[src/rtl/lsu_req_queue.sv]
// Pipelined load/store unit: decodes load/store instructions, buffers memory
// requests in a small FIFO, tracks outstanding loads and returns extended
// writeback data in order. Misaligned accesses trap instead of issuing.
module lsu_req_queue #(
    parameter int XLEN   = 32,
    parameter int ADDR_W = 32,
    parameter int DEPTH  = 2
) (
    input  logic              clk_i,
    input  logic              rst_n_i,
    input  logic              flush_i,
    input  logic              in_valid_i,
    output logic              in_ready_o,
    input  logic [XLEN-1:0]   op1_i,
    input  logic [XLEN-1:0]   op2_i,
    input  logic [31:0]       inst_i,
    output logic              mem_req_valid_o,
    input  logic              mem_req_ready_i,
    output logic [ADDR_W-1:0] mem_addr_o,
    output logic              mem_we_o,
    output logic [XLEN/8-1:0] mem_be_o,
    output logic [XLEN-1:0]   mem_wdata_o,
    input  logic              mem_rsp_valid_i,
    input  logic [XLEN-1:0]   mem_rdata_i,
    output logic              reg_we_o,
    output logic [4:0]        reg_waddr_o,
    output logic [XLEN-1:0]   reg_wdata_o,
    output logic              misalign_o,
    output logic [ADDR_W-1:0] misalign_addr_o,
    output logic              busy_o
);

    localparam int NB    = XLEN / 8;
    localparam int PTR_W = $clog2(DEPTH);
    localparam logic [PTR_W:0] FULL_CNT = (PTR_W + 1)'(DEPTH);

    typedef struct packed {
        logic [ADDR_W-1:0] addr;
        logic              we;
        logic [NB-1:0]     be;
        logic [XLEN-1:0]   wdata;
    } req_t;

    typedef struct packed {
        logic [4:0] rd;
        logic [2:0] funct3;
        logic [1:0] lane;
    } trk_t;

    // ---------------- decode ----------------
    logic [2:0]        funct3;
    logic              is_load, is_store, valid_op, misalign;
    logic [11:0]       imm12;
    logic [ADDR_W-1:0] eff_addr;
    logic [1:0]        lane;
    logic [NB-1:0]     be;
    logic [XLEN-1:0]   wdata;
    logic              unused_rs1;

    assign funct3     = inst_i[14:12];
    assign unused_rs1 = ^inst_i[19:15];
    assign eff_addr   = op1_i[ADDR_W-1:0] + {{(ADDR_W-12){imm12[11]}}, imm12};
    assign lane       = eff_addr[1:0];

    // Classify the instruction and form immediate, byte enables and lane data.
    always_comb begin
        // NOTE: every output of a combinational block gets a default first so no latch is inferred.
        is_load  = 1'b0;
        is_store = 1'b0;
        imm12    = inst_i[31:20];
        be       = '1;
        wdata    = op2_i;
        misalign = 1'b0;
        if (inst_i[6:0] == 7'b0000011)
            is_load = (funct3 inside {3'b000, 3'b001, 3'b010, 3'b100, 3'b101});
        if (inst_i[6:0] == 7'b0100011) begin
            is_store = (funct3 inside {3'b000, 3'b001, 3'b010});
            imm12    = {inst_i[31:25], inst_i[11:7]};
        end
        case (funct3[1:0])
            2'b00: begin
                be    = NB'(1) << lane;
                wdata = {NB{op2_i[7:0]}} << {lane, 3'b000};
            end
            2'b01: begin
                be       = NB'(3) << lane;
                wdata    = {(NB/2){op2_i[15:0]}} << {lane, 3'b000};
                misalign = lane[0];
            end
            default: misalign = (lane != 2'b00);
        endcase
    end

    assign valid_op = is_load || is_store;

    // ---------------- request FIFO ----------------
    req_t             req_mem [DEPTH];
    req_t             req_head;
    logic [PTR_W-1:0] req_wr_ptr, req_rd_ptr;
    logic [PTR_W:0]   req_count, req_ld_cnt, unissued;
    logic             accept, req_push, req_pop, pop_ld;

    logic [PTR_W-1:0] trk_wr_ptr, trk_rd_ptr;
    logic [PTR_W:0]   trk_count;

    assign in_ready_o = (req_count != FULL_CNT) && (trk_count != FULL_CNT);
    assign accept     = in_valid_i && in_ready_o;
    assign req_push   = accept && valid_op && !misalign && !flush_i;
    assign req_head   = req_mem[req_rd_ptr];
    assign req_pop    = mem_req_valid_o && mem_req_ready_i;
    assign pop_ld     = req_pop && !req_head.we;
    assign unissued   = req_ld_cnt - (PTR_W + 1)'(pop_ld);

    assign mem_req_valid_o = (req_count != '0);
    assign mem_addr_o      = mem_req_valid_o ? req_head.addr  : '0;
    assign mem_we_o        = mem_req_valid_o ? req_head.we    : 1'b0;
    assign mem_be_o        = mem_req_valid_o ? req_head.be    : '0;
    assign mem_wdata_o     = mem_req_valid_o ? req_head.wdata : '0;

    // Write accepted requests into storage.
    always_ff @(posedge clk_i) begin
        // NOTE: storage arrays are not reset; outputs are gated by the valid count instead.
        if (req_push)
            req_mem[req_wr_ptr] <= '{addr: {eff_addr[ADDR_W-1:2], 2'b00}, we: is_store, be: be, wdata: wdata};
    end

    // Request FIFO pointers, occupancy and count of queued loads.
    always_ff @(posedge clk_i or negedge rst_n_i) begin
        if (!rst_n_i) begin
            req_wr_ptr <= '0;
            req_rd_ptr <= '0;
            req_count  <= '0;
            req_ld_cnt <= '0;
        end else if (flush_i) begin
            // NOTE: sequential state uses non-blocking assignments so all registers update together.
            req_rd_ptr <= req_wr_ptr;
            req_count  <= '0;
            req_ld_cnt <= '0;
        end else begin
            if (req_push) req_wr_ptr <= req_wr_ptr + PTR_W'(1);
            if (req_pop)  req_rd_ptr <= req_rd_ptr + PTR_W'(1);
            req_count  <= req_count + (PTR_W + 1)'(req_push) - (PTR_W + 1)'(req_pop);
            req_ld_cnt <= req_ld_cnt + (PTR_W + 1)'(req_push && is_load) - (PTR_W + 1)'(pop_ld);
        end
    end

    // ---------------- load tracker ----------------
    trk_t            trk_mem [DEPTH];
    trk_t            trk_head;
    logic [DEPTH-1:0] trk_killed;
    logic            trk_push, trk_pop;
    logic [XLEN-1:0] rsp_shift, rsp_ext;

    assign trk_push = req_push && is_load;
    assign trk_pop  = mem_rsp_valid_i && (trk_count != '0);
    assign trk_head = trk_mem[trk_rd_ptr];

    // Record destination, size/sign and lane of each accepted load.
    always_ff @(posedge clk_i) begin
        if (trk_push)
            trk_mem[trk_wr_ptr] <= '{rd: inst_i[11:7], funct3: funct3, lane: lane};
    end

    // Tracker pointers and kill flags; flush drops un-issued tail entries.
    always_ff @(posedge clk_i or negedge rst_n_i) begin
        if (!rst_n_i) begin
            trk_wr_ptr <= '0;
            trk_rd_ptr <= '0;
            trk_count  <= '0;
            trk_killed <= '0;
        end else begin
            if (trk_pop) trk_rd_ptr <= trk_rd_ptr + PTR_W'(1);
            if (flush_i) begin
                trk_wr_ptr <= trk_wr_ptr - PTR_W'(unissued);
                trk_count  <= trk_count - unissued - (PTR_W + 1)'(trk_pop);
                trk_killed <= '1;
            end else begin
                if (trk_push) begin
                    trk_wr_ptr             <= trk_wr_ptr + PTR_W'(1);
                    trk_killed[trk_wr_ptr] <= 1'b0;
                end
                trk_count <= trk_count + (PTR_W + 1)'(trk_push) - (PTR_W + 1)'(trk_pop);
            end
        end
    end

    // Select the addressed byte/half and extend it.
    always_comb begin
        rsp_shift = mem_rdata_i >> {trk_head.lane, 3'b000};
        case (trk_head.funct3)
            3'b000:  rsp_ext = {{(XLEN-8){rsp_shift[7]}}, rsp_shift[7:0]};
            3'b001:  rsp_ext = {{(XLEN-16){rsp_shift[15]}}, rsp_shift[15:0]};
            3'b100:  rsp_ext = {{(XLEN-8){1'b0}}, rsp_shift[7:0]};
            3'b101:  rsp_ext = {{(XLEN-16){1'b0}}, rsp_shift[15:0]};
            default: rsp_ext = mem_rdata_i;
        endcase
    end

    // Registered writeback and misalignment trap.
    always_ff @(posedge clk_i or negedge rst_n_i) begin
        if (!rst_n_i) begin
            reg_we_o        <= 1'b0;
            reg_waddr_o     <= '0;
            reg_wdata_o     <= '0;
            misalign_o      <= 1'b0;
            misalign_addr_o <= '0;
        end else begin
            reg_we_o <= trk_pop && !trk_killed[trk_rd_ptr] && !flush_i && (trk_head.rd != 5'd0);
            if (trk_pop) begin
                reg_waddr_o <= trk_head.rd;
                reg_wdata_o <= rsp_ext;
            end
            misalign_o <= accept && valid_op && misalign;
            if (accept && valid_op && misalign)
                misalign_addr_o <= eff_addr;
        end
    end

    assign busy_o = (req_count != '0) || (trk_count != '0);

endmodule

[config.mk]
export PLATFORM = sky130hd
export DESIGN_NAME = lsu_req_queue
export DESIGN_NICKNAME = d
export VERILOG_FILES = /design/src/rtl/lsu_req_queue.sv
export SDC_FILE = /design/constraint.sdc
export NUM_CORES = 1
export LEC_CHECK = 0
export ABC_AREA = 1
export CORE_UTILIZATION = 47
export CTS_CLUSTER_SIZE = 14
export DETAILED_ROUTE_END_ITERATION = 16
export PLACE_DENSITY_LB_ADDON = 0.1
export SYNTH_ARGS = -nofsm -noshare
export SYNTH_HDL_FRONTEND = slang
export SYNTH_SLANG_ARGS = --single-unit
[constraint.sdc]
create_clock -name clk_i -period 3.9 [get_ports clk_i]
set_input_delay 1.17 -clock clk_i [delete_from_list [all_inputs] [get_ports clk_i]]
set_output_delay 1.17 -clock clk_i [all_outputs]
set_load 0.005 [all_outputs]
* Word-level counts from Yosys, hierarchy flattened *
Memories as Yosys holds them, arrays and structs flattened.
Index checks and enable logic that the tools add are counted.

cells by class
  mux-type cells = 28
  bitwise logic cells = 3
  $lt $le $gt $ge = 3
  reductions and logical operators = 32
  eq/ne operators = 12
  add/sub/neg operators = 15
  shift operators = 5
  multiply operators = 0
  divide/modulo/power cells = 0

operators with widths
  kind                   count
  $pmux W32 S4           1
  $mux W32               2
  $pmux W32 S2           1
  $shl A32 B5 Y32        2
  $add A32 B32 Y32       1
  $shr A32 B5 Y16        1
  $logic_and A1 B1 Y1    14
  $mux W1                14
  $eq A3 B3 Y1 const B   4
  $mux W2                5
  $reduce_bool A2 Y1     5
  $reduce_bool A5 Y1     2
  $sub A2 B1 Y2          5
  $pmux W4 S2            1
  $eq A7 B2 Y1 const B   1
  $eq A7 B6 Y1 const B   1
  $add A2 B1 Y2          3
  $eq A3 B1 Y1 const B   2
  $logic_not A3 Y1       2
  $mux W5                1
  $add A1 B1 Y1 const B  4
  $logic_not A1 Y1       4
  $lt A1 B2 Y1 const B   2
  $mux W4                1
  other kinds (17)       19

storage, ports and cells
  memories kept = 2
  output and inout port bits = 143
  logic and storage cells = 113
  bits of input ports = 134
  memory bits (writable) = 154
  register bits = 83
  ROM bits = 0
  latch bits = 0

memory list
  memory   depth  width  read ports  clocked after memory_dff  write ports  RTL line  source
  req_mem  2      67     1           0                         1            97        req_t req_mem [DEPTH];
  trk_mem  2      10     1           0                         1            148       trk_t trk_mem [DEPTH];

* Longest topological paths before layout *
Gate-level depths: netlist of run 1.

  depth after elaboration = 12
  mapped depth = 19
  mapped depth without buffers = 19

* Worst setup path before layout of run 1 *
No wires, ideal clock.

  kind = input -> register
  start point = input inst_i[4]
  end point = memory req_mem[1][0] (netlist name) (enable)
  path slack = -2,497 ps
  cell stages on the path = 12
  arrival time = 5,904 ps
  buffers on the path = 0
  path through = nor3b_1 -> nand2_1 -> mux2_2 -> ha_1 -> inv_1 -> fa_1 -> inv_1 -> nor2_1 -> o22ai_1 -> nor2_1 -> nand3_1 -> nor2_1

between the ends
  longest elaborated chain between the ends = 10
  elaborated cells between the ends (all ways) = 15
  those cells by class = 1 x add/sub; 2 x eq/ne; 6 x mux; 6 x reduce/logical

RTL lines
  element                              RTL line  source
  from (decl)                          16        input logic [31:0] inst_i,
  $eq A7 B6 Y1                         76        if (inst_i[6:0] == 7'b0100011) begin
  $mux W5                              76
  $add A32 B32 Y32                     62        assign eff_addr = op1_i[ADDR_W-1:0] + {{(ADDR_W-12){imm12[11]}}, imm12};
  $reduce_bool A2 Y1                   90        default: misalign = (lane != 2'b00);
  $pmux W1 S2                          80        case (funct3[1:0])
  $logic_not A1 Y1                     108       assign req_push = accept && valid_op && !misalign && !flush_i;
  $logic_and A1 B1 Y1 * (2 in series)  108
  $mux W1 *                            123       if (req_push)
  $mux W1 (not written as such) *      124       req_mem[req_wr_ptr] <= '{addr: {eff_addr[ADDR_W-1:2], 2'b00}, we: is_store, be: be, wdata: wdata};
  to (decl)                            97

Mark *: on every way between the ends. The rest lies on a longest branch, timed or not.

* Worst setup path after layout of run 1 *
  start point = input inst_i[7]
  end point = register trk_count[1]

between the ends
  longest elaborated chain between the ends = 11

RTL lines
  element                              RTL line  source
  $mux W5 *                            76
  $add A32 B32 Y32 *                   62
  $reduce_bool A2 Y1                   90
  $pmux W1 S2 *                        80
  $logic_not A1 Y1 *                   108
  $logic_and A1 B1 Y1 * (2 in series)  108
  $logic_and A1 B1 Y1 *                154       assign trk_push = req_push && is_load;
  $add A2 B1 Y2 *                      182       trk_count <= trk_count + (PTR_W + 1)'(trk_push) - (PTR_W + 1)'(trk_pop);
  $sub A2 B1 Y2 *                      182
  $mux W2 *                            173       if (flush_i) begin
  to (signal assigned)                 175       trk_count <= trk_count - unissued - (PTR_W + 1)'(trk_pop);
  to (signal assigned)                 182
  to (decl)                            104       logic [PTR_W:0] trk_count;

Marks and branches as above.
A chain may end at the register's enable or synchronous reset.

==> results.txt, run 1 <==
ys flop type = edfxtp_1
CP cell instances = clkdlybuf4s50_1 > mux2_4 > ha_4 > inv_2 > fa_2 > inv_2 > nor2_4 > o22ai_2 > nor2_2 > nand4_1 > ha_1 > inv_2 > ha_4 > xor2_2 > or2_4 > nand3_2 > o21ai_1
Final Slew Violations = 0
Seq pwr share = 36.9%
dpl cell area = 16,900 sq um
dpl ws = -0.7996 ns
share of layout cells above drive strength 1 = 10.78%
WP data required = 4.33 ns
r2r endpoint = trk_count[1]$_DFF_PN0_
Seq/Total Area, Yosys = 50.72%
highest routed layer = met4
crit path from = inst_i[7]
asr flop ratio synth = 35.02%
critical path startpoint category = input port
Num CTS Buffers = 26
max_cap viols = 0
met2 WL post-DR = 18,210 um
Global Route Usage Sum = 25.82%
Worst Skew = 0.03256 ns
first-pass GRT wire length = 58,420 um
synthesized area per cell = 8.160 sq um
largest net degree at the start of global routing = 51
pwr dens = 478.5 nW/um^2
critical path class = in -> reg
slowest CP cell = fa_2
total grt overflow = 0
initial antenna violation count = 0
flops & latches, synth = 237
via count = 11,780
post-route ant nets = 0
synth cell count leaders = nand2_1, inv_1, edfxtp_1
P_int = 5989 uW
worst setup margin = 0.1699 ns
Fin. Hold Viols = 0
Hold Path Sink = misalign_addr_o[9]$_DFFE_PN0P_
Hold Crit Start = misalign_addr_o[9]$_DFFE_PN0P_
Max stage delay on crit path = 0.57 ns
DIE HEIGHT = 169.7 um
Metal-1 WL = 15,500 um
Finished Cell Area = 17,950 sq um
top cells by area, synth = edfxtp_1, nand2_1, dfrtp_1
Final Cycle Share = 95.64%
drt wl/cell = 15.75 um
most numerous cell in the Yosys netlist = nand2_1
path depth of the worst reg2reg path = 13
post-synth cell types = 48
Design Power = 8588 uW
sw frac = 30.26%
met3 WL = 1990 um
Combinational Power Share = 30.8%
leakage power = 0.008178 uW
FP Rows = 61
clock sinks = 237
post-DP HPWL = 26,880 um
hold buffer count at CTS = 0
maximum buffer depth of the clock tree = 3
vias in the first global route = 11,500
n_diodes = 0
CP max FO = 2
class of the worst hold path = reg -> reg
1st-iter DRT viols = 929
Post-Synthesis Cells = 1,619
post-synthesis instance area = 13,210 sq um
Core Box Area = 27,710 sq um
IO Pins = 277
TritonRoute pass-1 iters = 6
Highest Clock Rate = 268.1 MHz
maximum vdd drop = 0.0003681 V
Initial Util = 47.69%
hold-critical path depth = 2
Final min period = 3.730 ns
status = finished clean
CTS tree = done
P_sw = 2599 uW
setup_tns = 0 ns
Post-synth EDFFs = 154
clk_lat worst skew = 0.55 ns
Nets = 2,122
routability cong. = 0.9437
Ys Warns = 0
DRT Wirelength = 36,920 um
Worst setup EP type = flip-flop
cell mode on critical path = inv_2
r2r startpoint = req_rd_ptr$_DFFE_PN0P_
Die Area = 28,780 sq um
flop-to-flop setup slack = 0.85 ns
Arrival @ worst endpoint = 4.16 ns
Yosys top cell by area = edfxtp_1
width of the chip = 169.7 um
clk root buf = clkbuf_16
# H-tree levels = 1
clock share of power = 32.3%
Synth top area share = 35.00%
Vias/cell = 5.027
final setup vio count = 0
Syn-to-layout area delta = 35.86%
Worst-Margin Slew = 0.8138 ns
slew margin rel. = 45.75%
IO Port Bufs = 269
DRC viols = 0
Reg clk slew, reported paths = 0.06 ns
## layout by cell type, fill, tap and decap left out, drive strengths merged, types with 4 or more instances in the layout
| master | netlist | layout |
|---|---|---|
| a21oi | 149 | 149 |
| a31oi | 8 | 8 |
| and2 | 14 | 14 |
| buf | 21 | 93 |
| bufinv | 0 | 6 |
| clkbuf | 42 | 40 |
| clkdlybuf4s50 | 0 | 261 |
| clkinv | 0 | 6 |
| dfrtp | 83 | 83 |
| edfxtp | 154 | 154 |
| ha | 40 | 40 |
| inv | 208 | 209 |
| mux2 | 4 | 4 |
| mux2i | 6 | 6 |
| nand2 | 573 | 573 |
| nand3 | 72 | 72 |
| nand4 | 6 | 6 |
| nor2 | 86 | 86 |
| nor3 | 6 | 6 |
| o211ai | 8 | 8 |
| o21ai | 76 | 76 |
| o22ai | 4 | 4 |
| or2 | 21 | 21 |
| xnor2 | 10 | 10 |
| xor2 | 15 | 15 |
## state kept, by name (all words and copies together), names as in the netlist
name             count
req_rd_ptr           1
req_ld_cnt           2
req_mem            134
misalign_o           1
reg_waddr_o          5
trk_mem             20
misalign_addr_o     32
reg_we_o             1
reg_wdata_o         32
trk_count            2
trk_wr_ptr           1
req_wr_ptr           1
trk_killed           2
req_count            2
trk_rd_ptr           1
## power groups by stage
stage / Combinational [uW] / Clock (uW) / Sequential (uW)
final: 2650 / 2780 / 3160
after global routing: 2950 / 2920 / 3200
after CTS: 2650 / 2820 / 3170
after detailed placement: 2620 / 0 / 3220
after global placement: 2570 / 0 / 3210
after floorplan: 1480 / 0 / 3170
## worst max path at each step
stage / to / cells after the start
floorplan: req_mem[1][0]$_DFFE_PP_ / 12
global placement: trk_count[1]$_DFF_PN0_ / 19
detailed placement: trk_count[1]$_DFF_PN0_ / 19
CTS: trk_count[1]$_DFF_PN0_ / 19
global route: req_ld_cnt[1]$_DFF_PN0_ / 17
finish: trk_count[1]$_DFF_PN0_ / 17
## final cells by class
class / instances / area [sq um]
multi-input combinational: 1112 / 5534
fill: 2330 / 9757
tap: 378 / 473.0
clock inverter: 15 / 250.2
clock buffer: 33 / 738.2
inverter: 208 / 792.0
timing repair buffer: 361 / 3458
sequential: 237 / 6703
## critical path, delay by kind of cell
family                     cells  cell delay [ns]
AOI/OAI and AO/OA              2             0.15
xor gates and xnor gates       1             0.14
adders and majority gates      4             1.19
buffers and inverters          4             0.64
muxes                          1             0.17
and+or+nand+nor                5             0.70
## logic make-up after synthesis
logic type                 Yosys count  share of synthesized area [%]
and+or+nand+nor                    783                          24.33
muxes                               10                         0.9186
xor gates and xnor gates            25                          1.657
DFF                                237                          50.72
buffers and inverters              271                          8.268
AOI/OAI and AO/OA                  250                          9.982
adders and majority gates           42                          4.091
other                                1                        0.02838
## repair_timing
item,CTS,global route
pin swaps,10,13
gates resized for setup,14,17
setup endpoints to repair,3,19
buffers inserted,4,4
## metrics by stage
| step | utilization (%) | cells | hold WS [ns] |
|---|---|---|---|
| after floorplan | - | 1620 | 0.4642 |
| after global placement | 61.00 | 2288 | 0.4665 |
| after detailed placement | 61.00 | 2288 | 0.4645 |
| after CTS | 64.75 | 2340 | 0.4805 |
| after global routing | 64.78 | 2344 | 0.5060 |
| final | 64.78 | 2344 | 0.4765 |
## layer usage
metal,GRT usage (%),vias up
li1,-,5867
met1,32.67,5479
met2,45.65,367
met3,3.032,70
met4,8.735,0
met5,0,-
No activity file was read; power rests on OpenSTA's default activity.
==> run 2, diff against run 1 <==
--- a/config.mk
+++ b/config.mk
@@ -6,7 +6,9 @@
 export NUM_CORES = 1
 export LEC_CHECK = 0
 export ABC_AREA = 1
+export CAP_MARGIN = 10
 export CORE_UTILIZATION = 47
+export CTS_BUF_LIST = sky130_fd_sc_hd__clkbuf_16
 export CTS_CLUSTER_SIZE = 14
 export DETAILED_ROUTE_END_ITERATION = 16
 export PLACE_DENSITY_LB_ADDON = 0.1
==> constraint.sdc (replaced) <==
create_clock -name clk_i -period 3 [get_ports clk_i]
set_input_delay 0.9 -clock clk_i [delete_from_list [all_inputs] [get_ports clk_i]]
set_output_delay 0.9 -clock clk_i [all_outputs]
set_load 0.005 [all_outputs]
==> run 2 against run 1 <==
The flow now finishes with violations (negative setup slack); via count grew 7.2%; critical path depth grew 2; combinational power grew 42%; hold slack lost 0.048 ns; power grew 30%; core utilization grew 7.6 points; sequential power grew 30%; routed wire length grew 16%; clock power grew 17%; non-clock buffer count grew 120; cell area grew 12%.
==> results.txt, run 2 (synthesis gave the netlist of run 1 again) <==
Final Slew Violations = 0 (unchanged)
via count = 12,630 (+7.2%)
CP max FO = 3 (+1)
final core utilization = 72.33% (+7.6 points)
Final min period = 3.346 ns
Worst setup EP type = flip-flop
maximum vdd drop = 0.0003569 V (-3.0%)
total grt overflow = 0 (unchanged)
DRT Wirelength = 42,690 um (+16%)
slew margin rel. = 45.25% (-0.50 points)
max_cap viols = 0 (unchanged)
fillcell total = 2,076 (-11%)
Reg clk slew, reported paths = 0.06 ns (about the same)
unrepaired setup endpoints after global routing = true
Worst Skew = 0.01442 ns (-0.01814 ns)
IO Port Bufs = 269 (unchanged)
Core Box Area = 27,710 sq um (unchanged)
maximum buffer depth of the clock tree = 3 (unchanged)
path depth of the worst reg2reg path = 13 (unchanged)
FP Rows = 61 (unchanged)
pwr dens = 555.1 nW/um^2 (+16%)
failing checks = negative setup slack
sw frac = 31.57% (+1.3 points)
Worst-Margin Slew = 0.8213 ns (+0.007507 ns)
width of the chip = 169.7 um (unchanged)
drt wl/cell = 17.31 um (+9.9%)
DIE HEIGHT = 169.7 um (unchanged)
share of layout cells above drive strength 1 = 19.69% (+8.9 points)
class of the worst hold path = in -> async
status = finished, violations left
DRC viols = 0 (unchanged)
P_int = 7613 uW (+27%)
Global Route Usage Sum = 27.26% (+1.4 points)
clk root buf = clkbuf_16
Fin. Hold Viols = 0 (unchanged)
Initial Util = 47.69% (unchanged)
critical path startpoint category = input port
routability cong. = 0.8988 (-4.8%)
clock share of power = 29.3% (-3.0 points)
IO Pins = 277 (unchanged)
Num CTS Buffers = 26 (unchanged)
TritonRoute pass-1 iters = 5 (-1)
Largest register FFs = 134 (unchanged)
setup_tns = -25.88 ns (-25.88 ns)
initial antenna violation count = 1 (+1)
flop-to-flop setup slack = 0.15 ns (-0.70 ns)
P_sw = 3512 uW (+35%)
commonest non-fill, non-tap cell in the layout = nand2_1
largest net degree at the start of global routing = 58 (+14%)
crit path from = inst_i[4]
Syn-to-layout area delta = 51.69%
worst setup margin = -0.3459 ns (-0.5158 ns)
# H-tree levels = 1 (unchanged)
WP data required = 3.41 ns (-0.92 ns)
Critical Path Sink = trk_count[1]$_DFF_PN0_
r2r startpoint = req_rd_ptr$_DFFE_PN0P_
Biggest register = req_mem
final setup vio count = 161 (+161)
hold slack final = 0.4283 ns (-0.04823 ns)
1st-iter DRT viols = 1,107 (+19%)
biggest regs = req_mem: 134 flops, misalign_addr_o: 32 flops, reg_wdata_o: 32 flops
Combinational Power Share = 33.7% (+2.9 points)
Final Cycle Share = 111.5%
Seq pwr share = 37.1% (+0.2 points)
post-DP HPWL = 27,340 um (+1.7%)
vias in the first global route = 12,020 (+4.5%)
clock sinks = 237 (unchanged)
Highest Clock Rate = 298.9 MHz
critical path class = in -> reg
Die Area = 28,780 sq um (unchanged)
leakage power = 0.009934 uW (+21%)
first-pass GRT wire length = 61,440 um (+5.2%)
r2r endpoint = trk_count[1]$_DFF_PN0_
clk_lat worst skew = 0.54 ns (about the same)
most frequent cells in the layout = nand2_1, clkdlybuf4s50_1, inv_1
Vias/cell = 5.120 (+1.9%)
Nets = 2,243 (+5.7%)
Arrival @ worst endpoint = 3.76 ns (-0.40 ns)
CTS tree = done
post-route ant nets = 0 (unchanged)
==> run 2: changes by cell type in the layout (fill, tap and decap cells not counted), moves of 20 or more <==
cell / change
a21oi_2: +28
dlymetal6s2s_1: +48
clkdlybuf4s50_1: -58
a21oi_1: -29
buf_4: +65
nand3_1: -20
==> run 2: per-layer routing <==
metal	routed length [um]	GRT usage, %	vias to the layer above	part of all wire [%]
met4	1444	11.40	0	3.4
met5	0	0	-	0
met3	2420	2.729	86	5.7
li1	-	-	6141	-
met1	17150	33.95	5903	40
met2	21670	48.20	497	51
==> run 2: worst min-delay path by stage <==
stage / from / slack, ns / to
final: rst_n_i / 0.43 / reg_wdata_o[11]$_DFFE_PN0P_
after global routing: rst_n_i / 0.49 / reg_wdata_o[11]$_DFFE_PN0P_
after CTS: rst_n_i / 0.45 / reg_wdata_o[30]$_DFFE_PN0P_
after detailed placement: misalign_addr_o[27]$_DFFE_PN0P_ / 0.46 / misalign_addr_o[27]$_DFFE_PN0P_
after global placement: misalign_addr_o[27]$_DFFE_PN0P_ / 0.46 / misalign_addr_o[27]$_DFFE_PN0P_
after floorplan: trk_killed[1]$_DFFE_PN0P_ / 0.45 / trk_killed[1]$_DFFE_PN0P_
==> run 2: power by group through the flow <==
stage	Combinational, uW	Sequential, uW	Clock (uW)
floorplan	1940	4120	0
global placement	3460	4170	0
detailed placement	3540	4190	0
CTS	3610	4120	3270
global route	4100	4160	3420
finish	3750	4120	3250
==> run 2: critical path: stages <==
cell     delay (ns)
buf_6          0.10
nor3b_4        0.22
nand2_2        0.11
mux2_4         0.22
ha_4           0.13
inv_2          0.04
fa_2           0.55
inv_2          0.06
nor2_4         0.08
o22ai_2        0.08
nor2_2         0.13
nand4_1        0.14
ha_1           0.33
inv_2          0.05
ha_4           0.15
xor2_2         0.14
or2_4          0.23
nand3_2        0.05
o21ai_1        0.06
==> run 2: layout make-up <==
type | count | area (sq um) | area share (%)
Sequential cell | 237 | 6703 | 33.45
Multi-Input combinational cell | 1113 | 5992 | 29.90
Timing Repair Buffer | 481 | 5195 | 25.92
Inverter | 208 | 812.0 | 4.052
Clock buffer | 26 | 650.6 | 3.247
Tap cell | 378 | 473.0 | 2.360
Clock inverter | 22 | 212.7 | 1.061
Antenna cell | 1 | 2.502 | 0.01249
==> run 2: repair_timing <==
item,4_1_cts,5_1_grt
endpoints found under the setup margin,330,299
pin swaps,16,40
hold buffers,0,0
resized for setup,103,147
buffers inserted,33,21
gates cloned,11,21
==> run 2: per-stage QoR <==
stage / area [sq um] / setup WS (ns) / total power, uW / cells
6_report: 20040 / -0.3459 / 11120 / 2466
5_1_grt: 20040 / -0.4895 / 11680 / 2466
2_1_floorplan: 13410 / -1.162 / 6059 / 1620
4_1_cts: 18990 / -0.4102 / 11000 / 2430
3_3_place_gp: 17440 / -1.315 / 7634 / 2349
3_5_place_dp: 17440 / -1.367 / 7723 / 2349
